[config.mk]
export PLATFORM = sky130hd
export DESIGN_NAME = neural_layer_sequencer_flat
export DESIGN_NICKNAME = d
export VERILOG_FILES = /design/src/rtl/neural_layer_sequencer_if.sv /design/src/rtl/neural_layer_sequencer.sv /design/src/flat_wrapper.sv
export SDC_FILE = /design/constraint.sdc
export NUM_CORES = 1
export LEC_CHECK = 0
export ABC_AREA = 1
export BUFFER_PORTS_ARGS = -buffer_cell sky130_fd_sc_hd__buf_2
export CORE_AREA = 2 2 170 172
export CTS_CLUSTER_DIAMETER = 150
export DETAILED_ROUTE_END_ITERATION = 8
export DIE_AREA = 0 0 172 174
export HOLD_SLACK_MARGIN = 0.15
export PLACE_DENSITY = 0.39
export SETUP_SLACK_MARGIN = 0.3
export SLEW_MARGIN = 40
export SYNTH_ARGS = -nofsm -noshare
export SYNTH_HDL_FRONTEND = slang
export SYNTH_SLANG_ARGS = --single-unit
[constraint.sdc]
create_clock -name clk -period 2.7 [get_ports clk]
set_clock_uncertainty 0.05 [all_clocks]
set_input_delay 0.81 -clock clk [delete_from_list [all_inputs] [get_ports clk]]
set_output_delay 0.81 -clock clk [all_outputs]
set_load 0.03 [all_outputs]
[src/rtl/neural_layer_sequencer_if.sv]
// Pixel-stream and neural-core signal bundle around the layer sequencer.
// master = sequencer side; slave = pixel source / neural core side.
interface neural_layer_sequencer_if #(
    parameter int N_NEURONS = 10,
    parameter int W_PIXEL   = 32,
    parameter int W_RESULT  = 32
);
    logic                          pix_valid;
    logic [W_PIXEL-1:0]            pix_data;
    logic                          pix_ready;
    logic                          core_new_layer;
    logic                          core_pixel_ready;
    logic [W_PIXEL-1:0]            core_pixel_word;
    logic [N_NEURONS*W_RESULT-1:0] neurons_result;

    modport master (
        input  pix_valid,
        input  pix_data,
        input  neurons_result,
        output pix_ready,
        output core_new_layer,
        output core_pixel_ready,
        output core_pixel_word
    );

    modport slave (
        output pix_valid,
        output pix_data,
        output neurons_result,
        input  pix_ready,
        input  core_new_layer,
        input  core_pixel_ready,
        input  core_pixel_word
    );
endinterface

[src/rtl/neural_layer_sequencer.sv]
// Dense-layer sequencer: bias strobe, pixel feed, drain, optional arg-max scan (NEURAL_SEQ_ARGMAX_EN).
// Latency start->done: 2+N_WORDS+DRAIN_CYCLES cycles, +N_NEURONS with arg-max, +1 per stalled feed cycle.
// Backpressure: pix_ready is held high through FEED; the feed stalls for as long as pix_valid is low.
module neural_layer_sequencer #(
    parameter int N_NEURONS    = 10,
    parameter int N_WORDS      = 13,
    parameter int W_PIXEL      = 32,
    parameter int W_RESULT     = 32,
    parameter int DRAIN_CYCLES = 2
) (
    input  logic                         clk,
    input  logic                         rst,
    input  logic                         start,
    input  logic                         abort,
    input  logic                         irq_clr,
    neural_layer_sequencer_if.master     bus,
    output logic                         busy,
    output logic                         done,
    output logic                         irq,
    output logic [$clog2(N_NEURONS)-1:0] class_idx,
    output logic [W_RESULT-1:0]          class_score,
    output logic [$clog2(N_WORDS+1)-1:0] word_cnt
);
    localparam int IW = $clog2(N_NEURONS);
    localparam int CW = $clog2(N_WORDS+1);
    localparam int DW = $clog2(DRAIN_CYCLES+1);

    typedef enum logic [2:0] {
        S_IDLE, S_BIAS, S_FEED, S_DRAIN, S_ARGMAX, S_DONE
    } state_t;

    state_t              state, state_nxt;
    logic                accept, feed_last, drain_last, enter_done;
    logic [DW-1:0]       drain_cnt;
    logic [W_PIXEL-1:0]  pix_word_q;
    logic                pix_strobe_q;
    logic                pix_ready_c, new_layer_c, busy_c, done_c;

`ifdef NEURAL_SEQ_ARGMAX_EN
    logic [W_RESULT-1:0] result [N_NEURONS];
    logic [IW-1:0]       scan_idx, max_idx, best_idx;
    logic [W_RESULT-1:0] max_score, cur_score, best_score;
    logic                scan_last, take;
`else
    logic                unused_results;
`endif

    // Abort also cancels a handshake presented in the same cycle.
    assign accept     = (state == S_FEED) && bus.pix_valid && !abort;
    assign feed_last  = (word_cnt == CW'(N_WORDS-1));
    assign drain_last = (drain_cnt == DW'(DRAIN_CYCLES-1));
    assign enter_done = (state_nxt == S_DONE);

    always_ff @(posedge clk or posedge rst) begin
        if (rst) state <= S_IDLE;
        else     state <= state_nxt;
    end

    always_comb begin
        state_nxt   = state;
        pix_ready_c = 1'b0;
        new_layer_c = 1'b0;
        busy_c      = (state != S_IDLE);
        done_c      = 1'b0;
        case (state)
            S_IDLE:   if (start) state_nxt = S_BIAS;
            S_BIAS: begin
                new_layer_c = 1'b1;
                state_nxt   = S_FEED;
            end
            S_FEED: begin
                pix_ready_c = 1'b1;
                if (accept && feed_last) state_nxt = S_DRAIN;
            end
`ifdef NEURAL_SEQ_ARGMAX_EN
            S_DRAIN:  if (drain_last) state_nxt = S_ARGMAX;
            S_ARGMAX: if (scan_last) state_nxt = S_DONE;
`else
            S_DRAIN:  if (drain_last) state_nxt = S_DONE;
`endif
            S_DONE: begin
                done_c    = 1'b1;
                state_nxt = S_IDLE;
            end
            default:  state_nxt = S_IDLE;
        endcase
        if (abort) state_nxt = S_IDLE;
    end

    assign bus.pix_ready        = pix_ready_c;
    assign bus.core_new_layer   = new_layer_c;
    assign bus.core_pixel_ready = pix_strobe_q;
    assign bus.core_pixel_word  = pix_word_q;
    assign busy                 = busy_c;
    assign done                 = done_c;

    always_ff @(posedge clk or posedge rst) begin
        if (rst) begin
            pix_word_q   <= '0;
            pix_strobe_q <= 1'b0;
            word_cnt     <= '0;
            drain_cnt    <= '0;
            irq          <= 1'b0;
        end else begin
            pix_strobe_q <= accept;
            if (accept) begin
                pix_word_q <= bus.pix_data;
                word_cnt   <= word_cnt + 1'b1;
            end else if (state == S_IDLE && start && !abort) begin
                word_cnt <= '0;
            end
            drain_cnt <= (state == S_DRAIN) ? drain_cnt + 1'b1 : '0;
            // A completion in the same cycle as irq_clr must not be lost.
            if (enter_done)   irq <= 1'b1;
            else if (irq_clr) irq <= 1'b0;
        end
    end

`ifdef NEURAL_SEQ_ARGMAX_EN
    for (genvar g = 0; g < N_NEURONS; g++) begin : g_res
        assign result[g] = bus.neurons_result[g*W_RESULT +: W_RESULT];
    end

    assign cur_score  = result[scan_idx];
    assign scan_last  = (scan_idx == IW'(N_NEURONS-1));
    // Strict signed greater-than: ties keep the lower index already held.
    assign take       = (scan_idx == '0) || ($signed(cur_score) > $signed(max_score));
    assign best_idx   = take ? scan_idx  : max_idx;
    assign best_score = take ? cur_score : max_score;

    always_ff @(posedge clk or posedge rst) begin
        if (rst) begin
            scan_idx    <= '0;
            max_idx     <= '0;
            max_score   <= '0;
            class_idx   <= '0;
            class_score <= '0;
        end else begin
            if (state == S_ARGMAX && !abort) begin
                scan_idx  <= scan_idx + 1'b1;
                max_idx   <= best_idx;
                max_score <= best_score;
            end else begin
                scan_idx <= '0;
            end
            if (enter_done) begin
                class_idx   <= best_idx;
                class_score <= best_score;
            end
        end
    end
`else
    assign class_idx      = '0;
    assign class_score    = '0;
    assign unused_results = ^bus.neurons_result;
`endif
endmodule

[src/flat_wrapper.sv]
// flat-port wrapper written by rule: the top's interface ports become plain ports
module neural_layer_sequencer_flat 
#(
    parameter int N_NEURONS    = 10,
    parameter int N_WORDS      = 13,
    parameter int W_PIXEL      = 32,
    parameter int W_RESULT     = 32,
    parameter int DRAIN_CYCLES = 2
)
  (clk, rst, start, abort, irq_clr, busy, done, irq, class_idx, class_score, word_cnt, bus_pix_valid, bus_pix_data, bus_neurons_result, bus_pix_ready, bus_core_new_layer, bus_core_pixel_ready, bus_core_pixel_word);
  neural_layer_sequencer_if #(.N_NEURONS(N_NEURONS), .W_PIXEL(W_PIXEL), .W_RESULT(W_RESULT)) bus_i ();
  input  logic clk;
  input  logic rst;
  input  logic start;
  input  logic abort;
  input  logic irq_clr;
  output logic busy;
  output logic done;
  output logic irq;
  output logic [$clog2(N_NEURONS)-1:0] class_idx;
  output logic [W_RESULT-1:0] class_score;
  output logic [$clog2(N_WORDS+1)-1:0] word_cnt;
  input wire logic [$bits(bus_i.pix_valid)-1:0] bus_pix_valid;
  input wire logic [$bits(bus_i.pix_data)-1:0] bus_pix_data;
  input wire logic [$bits(bus_i.neurons_result)-1:0] bus_neurons_result;
  output wire logic [$bits(bus_i.pix_ready)-1:0] bus_pix_ready;
  output wire logic [$bits(bus_i.core_new_layer)-1:0] bus_core_new_layer;
  output wire logic [$bits(bus_i.core_pixel_ready)-1:0] bus_core_pixel_ready;
  output wire logic [$bits(bus_i.core_pixel_word)-1:0] bus_core_pixel_word;
  assign bus_i.pix_valid = bus_pix_valid;
  assign bus_i.pix_data = bus_pix_data;
  assign bus_i.neurons_result = bus_neurons_result;
  assign bus_pix_ready = bus_i.pix_ready;
  assign bus_core_new_layer = bus_i.core_new_layer;
  assign bus_core_pixel_ready = bus_i.core_pixel_ready;
  assign bus_core_pixel_word = bus_i.core_pixel_word;
  neural_layer_sequencer #(.N_NEURONS(N_NEURONS), .N_WORDS(N_WORDS), .W_PIXEL(W_PIXEL), .W_RESULT(W_RESULT), .DRAIN_CYCLES(DRAIN_CYCLES)) u_core (.clk(clk), .rst(rst), .start(start), .abort(abort), .irq_clr(irq_clr), .bus(bus_i), .busy(busy), .done(done), .irq(irq), .class_idx(class_idx), .class_score(class_score), .word_cnt(word_cnt));
endmodule
After elaboration in Yosys (flattened, before gate mapping)
Index checks and enable logic that the tools add are counted.
{"block": "op_classes", "n_addsub": 2, "eq_ne": 7, "muxes": 13, "reduce_logical": 10}
{"op": "2-to-1 mux 3 bit", "count": 4}
{"op": "one-hot mux 3 bit (4 select lines)", "count": 1}
{"op": "2-to-1 mux 4 bit", "count": 2}
{"op": "== test 3 x 2 -> 1 bit (second input constant)", "count": 2}
{"op": "== test 3 bit (second input constant)", "count": 2}
{"op": "logical AND 1 bit", "count": 5}
{"op": "2-to-1 mux 1 bit", "count": 5}
{"op": "adder 4 x 1 -> 4 bit (second input constant)", "count": 1}
{"op": "== test 4 bit (second input constant)", "count": 1}
{"op": "nonzero test 2 bit", "count": 2}
{"op": "== test 3 x 1 -> 1 bit (second input constant)", "count": 1}
{"op": "logical NOT 3 bit", "count": 1}
{"op": "nonzero test 3 bit", "count": 1}
{"op": "adder 2 x 1 -> 2 bit (second input constant)", "count": 1}
{"op": "== test 2 x 1 -> 1 bit (second input constant)", "count": 1}
{"op": "2-to-1 mux 2 bit", "count": 1}
{"op": "logical NOT 1 bit", "count": 1}
{"block": "totals", "register_bits": 43, "input_bits": 358, "out_inout_bits": 78, "elab_cells": 38}

Longest topological paths before layout
{"block": "depth", "word_depth": 9, "mapped_depth": 7, "mapped_depth_nobuf": 6}

Worst setup path before layout
No wires, ideal clock.
{"block": "synth_timing", "kind": "reg2out", "from": "register u_core.state[0]", "to": "output port done", "arrival_time_ps": 1205, "t_required_ps": 1840, "path_slack_ps": 635, "path_stages_with_launch": 3, "path_buffers": 0, "cell_sequence": "dfrtp_1 -> inv_1 -> nor3_1"}
{"block": "synth_via", "elab_chain_len": 2}
{"item": "from (decl)", "line_no": "neural_layer_sequencer.sv:32", "source": "state_t state, state_nxt;"}
{"item": "from (signal assigned)", "line_no": "neural_layer_sequencer.sv:56", "source": "else state <= state_nxt;"}
{"item": "== test 3 bit", "line_no": "neural_layer_sequencer.sv:65", "source": "case (state)"}
{"item": "2-to-1 mux 1 bit", "line_no": "neural_layer_sequencer.sv:65"}
{"item": "to (decl)", "line_no": "flat_wrapper.sv:18", "source": "output logic done;"}
No other way between the ends.

Worst setup path after layout
{"block": "layout_timing", "from": "register u_core.state[0]", "to": "output port bus_core_new_layer"}
{"block": "layout_via", "elab_chain_len": 2}
{"item": "== test 3 x 1 -> 1 bit", "line_no": "neural_layer_sequencer.sv:65"}
{"item": "2-to-1 mux 1 bit", "line_no": "neural_layer_sequencer.sv:65"}
{"item": "to (decl)", "line_no": "flat_wrapper.sv:27", "source": "output wire logic [$bits(bus_i.core_new_layer)-1:0] bus_core_new_layer;"}
No other way between the ends.

==> results by group <==
Run status
  • Outcome: finished clean

Detailed routing
  • Initial DRC count: 53
  • DRC Markers: 0
  • Vias: 1640
  • Antenna-violating nets left: 0
  • Drt total wl: 6.88 mm
  • Drt pass-1 iters: 4
  • Vias/cell: 2.32
  • Routed len/inst: 9.72 um

Layout
  • Multi-input gate area: 754 sq um
  • Area delta synth->final: 42.5%
  • Fill count: 3357
  • Design area: 0.00296 sq mm
  • Nets@finish: 684
  • Share of cells above drive strength 1: 29.9%
  • Reg area: 0.00108 sq mm
  • Inserted Diodes: 0
  • Post-Route Utilization: 10.5%

Logic synthesis
  • Sequential area share after synthesis: 51.9%
  • Yosys cell types: 20
  • Syn Std Cell Area: 0.00207 sq mm
  • Post-synth EDFFs: 0
  • FFs w/ async S/R, synth: 100%
  • Avg Cell Area, Syn: 8.64 sq um
  • Predominant post-synthesis flop cell: dfrtp_1
  • Post-synthesis register bit count: 43
  • Synth Instances: 240
  • YS warnings: 0

Timing
  • Final period util: 82.6%
  • Setup Viol. Count Final: 0
  • Highest clock rate: 448 MHz
  • Setup TNS: 0 ns
  • Unrepaired setup endpoints after global routing: no
  • Final Hold Viols: 0
  • Slew margin rel.: 58.4%
  • Slew Viols, Final: 0
  • Final WS setup: 0.470 ns
  • Final min period: 2.23 ns
  • Worst-Margin Slew: 0.623 ns

Global route
  • Largest net degree at the start of global routing: 37
  • Gr usage total: 4.75%
  • GRT overflow: 0
  • Initial antenna violation count: 1
  • First-pass GRT wire length: 10.1 mm
  • Vias in the first global route: 1533

Worst hold path
  • Hold Crit Class: flop to flop

Flow run
  • Max-cap viol count: 0

Pwr
  • Sw Ratio: 40.2%
  • Peak VDD IR: 0.241 mV
  • Sequential share of power: 36.7%
  • Leak: 1.56 nW
  • Clock power frac: 30.2%
  • Psw: 968 uW
  • Pint: 1.44 mW
  • Comb pwr share: 33.1%
  • Pwr Density: 814 mW/mm^2

Clock tree
  • CTS Buf Count: 5
  • Clock tree buffer depth: 2
  • Clock Latency Late Sink: 0.30 ns
  • # clock sinks: 43
  • Htree depth: 2
  • CTS tree: built
  • Worst-path clk slew: 0.07 ns
  • CTS Hold Bufs: 0
  • Clk root buf: clkbuf_16

Worst setup path
  • Critical Path Source Type: flop
  • Crit-path slowest cell: dfrtp_1
  • Worst endpoint required time: 1.84 ns
  • Delay-heaviest family, CP: flip-flops
  • Buf+Inv Stages, Crit Path: 2
  • Critical path type: flop to output pin
  • CP max stage delay: 0.44 ns
  • Crit. End Element: output pin
  • Crit path cell chain: inv_1 > nor3_1 > clkbuf_4
  • Arrival time worst endpoint: 1.37 ns
  • Crit path max fanout: 5

Floorplanning
  • Initial core utilization: 7.35%
  • IO Count: 436
  • Die X: 172 um
  • Rows: 62
  • Core Region: 0.0282 sq mm
  • Die area: 0.0299 sq mm
  • Die height: 174 um

Place
  • Post-Place Worst Slack: 0.720 ns
  • Final GP Congestion: 0.658
  • Post-DP HPWL: 5.54 mm
  • Post-Place Cell Area: 0.00278 sq mm
  • # port buffers: 79
-- per-stage QoR --
stage | std cells | power [mW] | hold slack, ns
after CTS | 708 | 2.48 | 0.400
after global routing | 708 | 2.57 | 0.427
after global placement | 700 | 1.72 | 0.382
after floorplan | 275 | 1.48 | 0.360
after detailed placement | 700 | 1.72 | 0.382
final | 708 | 2.41 | 0.399
-- metal layers --
metal	track usage, %	share of wire (%)
met5	0	0.19
met4	1.37	1.1
met3	2.21	9.3
met2	6.79	43
met1	6.35	46
-- cell families after synthesis --
family / count (synthesis) / share of synthesized area, %
compound gates: 3 / 0.844
xor+xnor: 1 / 0.422
fa+ha+maj: 3 / 1.81
buf+inv: 54 / 18.1
flops: 43 / 51.9
other cells: 1 / 0.181
simple gates: 135 / 26.8
-- layout by cell type, fill, tap and decap left out, types with 2 or more instances in the layout --
| master | count |
|---|---|
| buf_2 | 78 |
| buf_4 | 4 |
| clkbuf_16 | 5 |
| conb_1 | 36 |
| dfrtp_1 | 43 |
| ha_1 | 3 |
| inv_1 | 10 |
| inv_2 | 2 |
| nand2_1 | 111 |
| nand3_1 | 8 |
| nand4_1 | 2 |
| nor2_1 | 7 |
| nor2_4 | 2 |
| nor3_1 | 2 |
-- sequential cells by signal (all words and copies together), names as in the netlist --
register                     cells
u_core.word_cnt                  4
u_core.state                     3
u_core.drain_cnt                 2
u_core.bus.core_pixel_word      32
u_core.bus.core_pixel_ready      1
u_core.irq                       1
-- timing repair --
action / in CTS / in global routing
setup endpoints to repair: 0 / 1
resized for setup: 0 / 1
setup buffers: 0 / 0
endpoints found under the hold margin: 0 / 0
-- cell type report --
cell class / count / share of cell area (%)
repair buffers: 83 / 14.5
flip-flops and latches: 43 / 36.4
well taps: 384 / 16.3
clock buffers: 5 / 4.23
clock inverters: 3 / 1.61
inverters: 12 / 1.52
multi-input cells: 178 / 25.5
-- power by group through the flow --
stage / combinational, mW / clock, mW / sequential [mW]
2_1_floorplan: 0.267 / 0 / 1.21
5_1_grt: 0.870 / 0.790 / 0.912
3_5_place_dp: 0.826 / 0 / 0.896
4_1_cts: 0.825 / 0.769 / 0.887
6_report: 0.798 / 0.726 / 0.883
3_3_place_gp: 0.825 / 0 / 0.896
-- final timing paths --
path | cells after the start | endpoint | slack (ns) | from
worst max-delay path | 3 | bus_core_new_layer | 0.47 | u_core.state[0]
min in group asynchronous | 2 | u_core.bus.core_pixel_word[24] | 0.53 | rst
worst min register to register | 1 | u_core.drain_cnt[0] | 0.40 | u_core.drain_cnt[0]
worst min-delay path | 1 | u_core.drain_cnt[0] | 0.40 | u_core.drain_cnt[0]
worst max register to register | 6 | u_core.word_cnt[3] | 1.23 | u_core.state[2]
max in group asynchronous | 3 | u_core.bus.core_pixel_word[18] | 1.44 | rst
-- Yosys cell counts (2+ instances only) --
cell,n,area (sq um)
nor2_4,2,22.5
nor3_1,2,10.0
nand4_1,2,12.5
nand3_1,8,40.0
inv_1,11,41.3
buf_4,38,285
ha_1,3,37.5
nor2_1,7,26.3
buf_6,4,45.0
nand2_1,111,417
dfrtp_1,43,1080
Note: power is estimated with default switching activity, not from simulation.
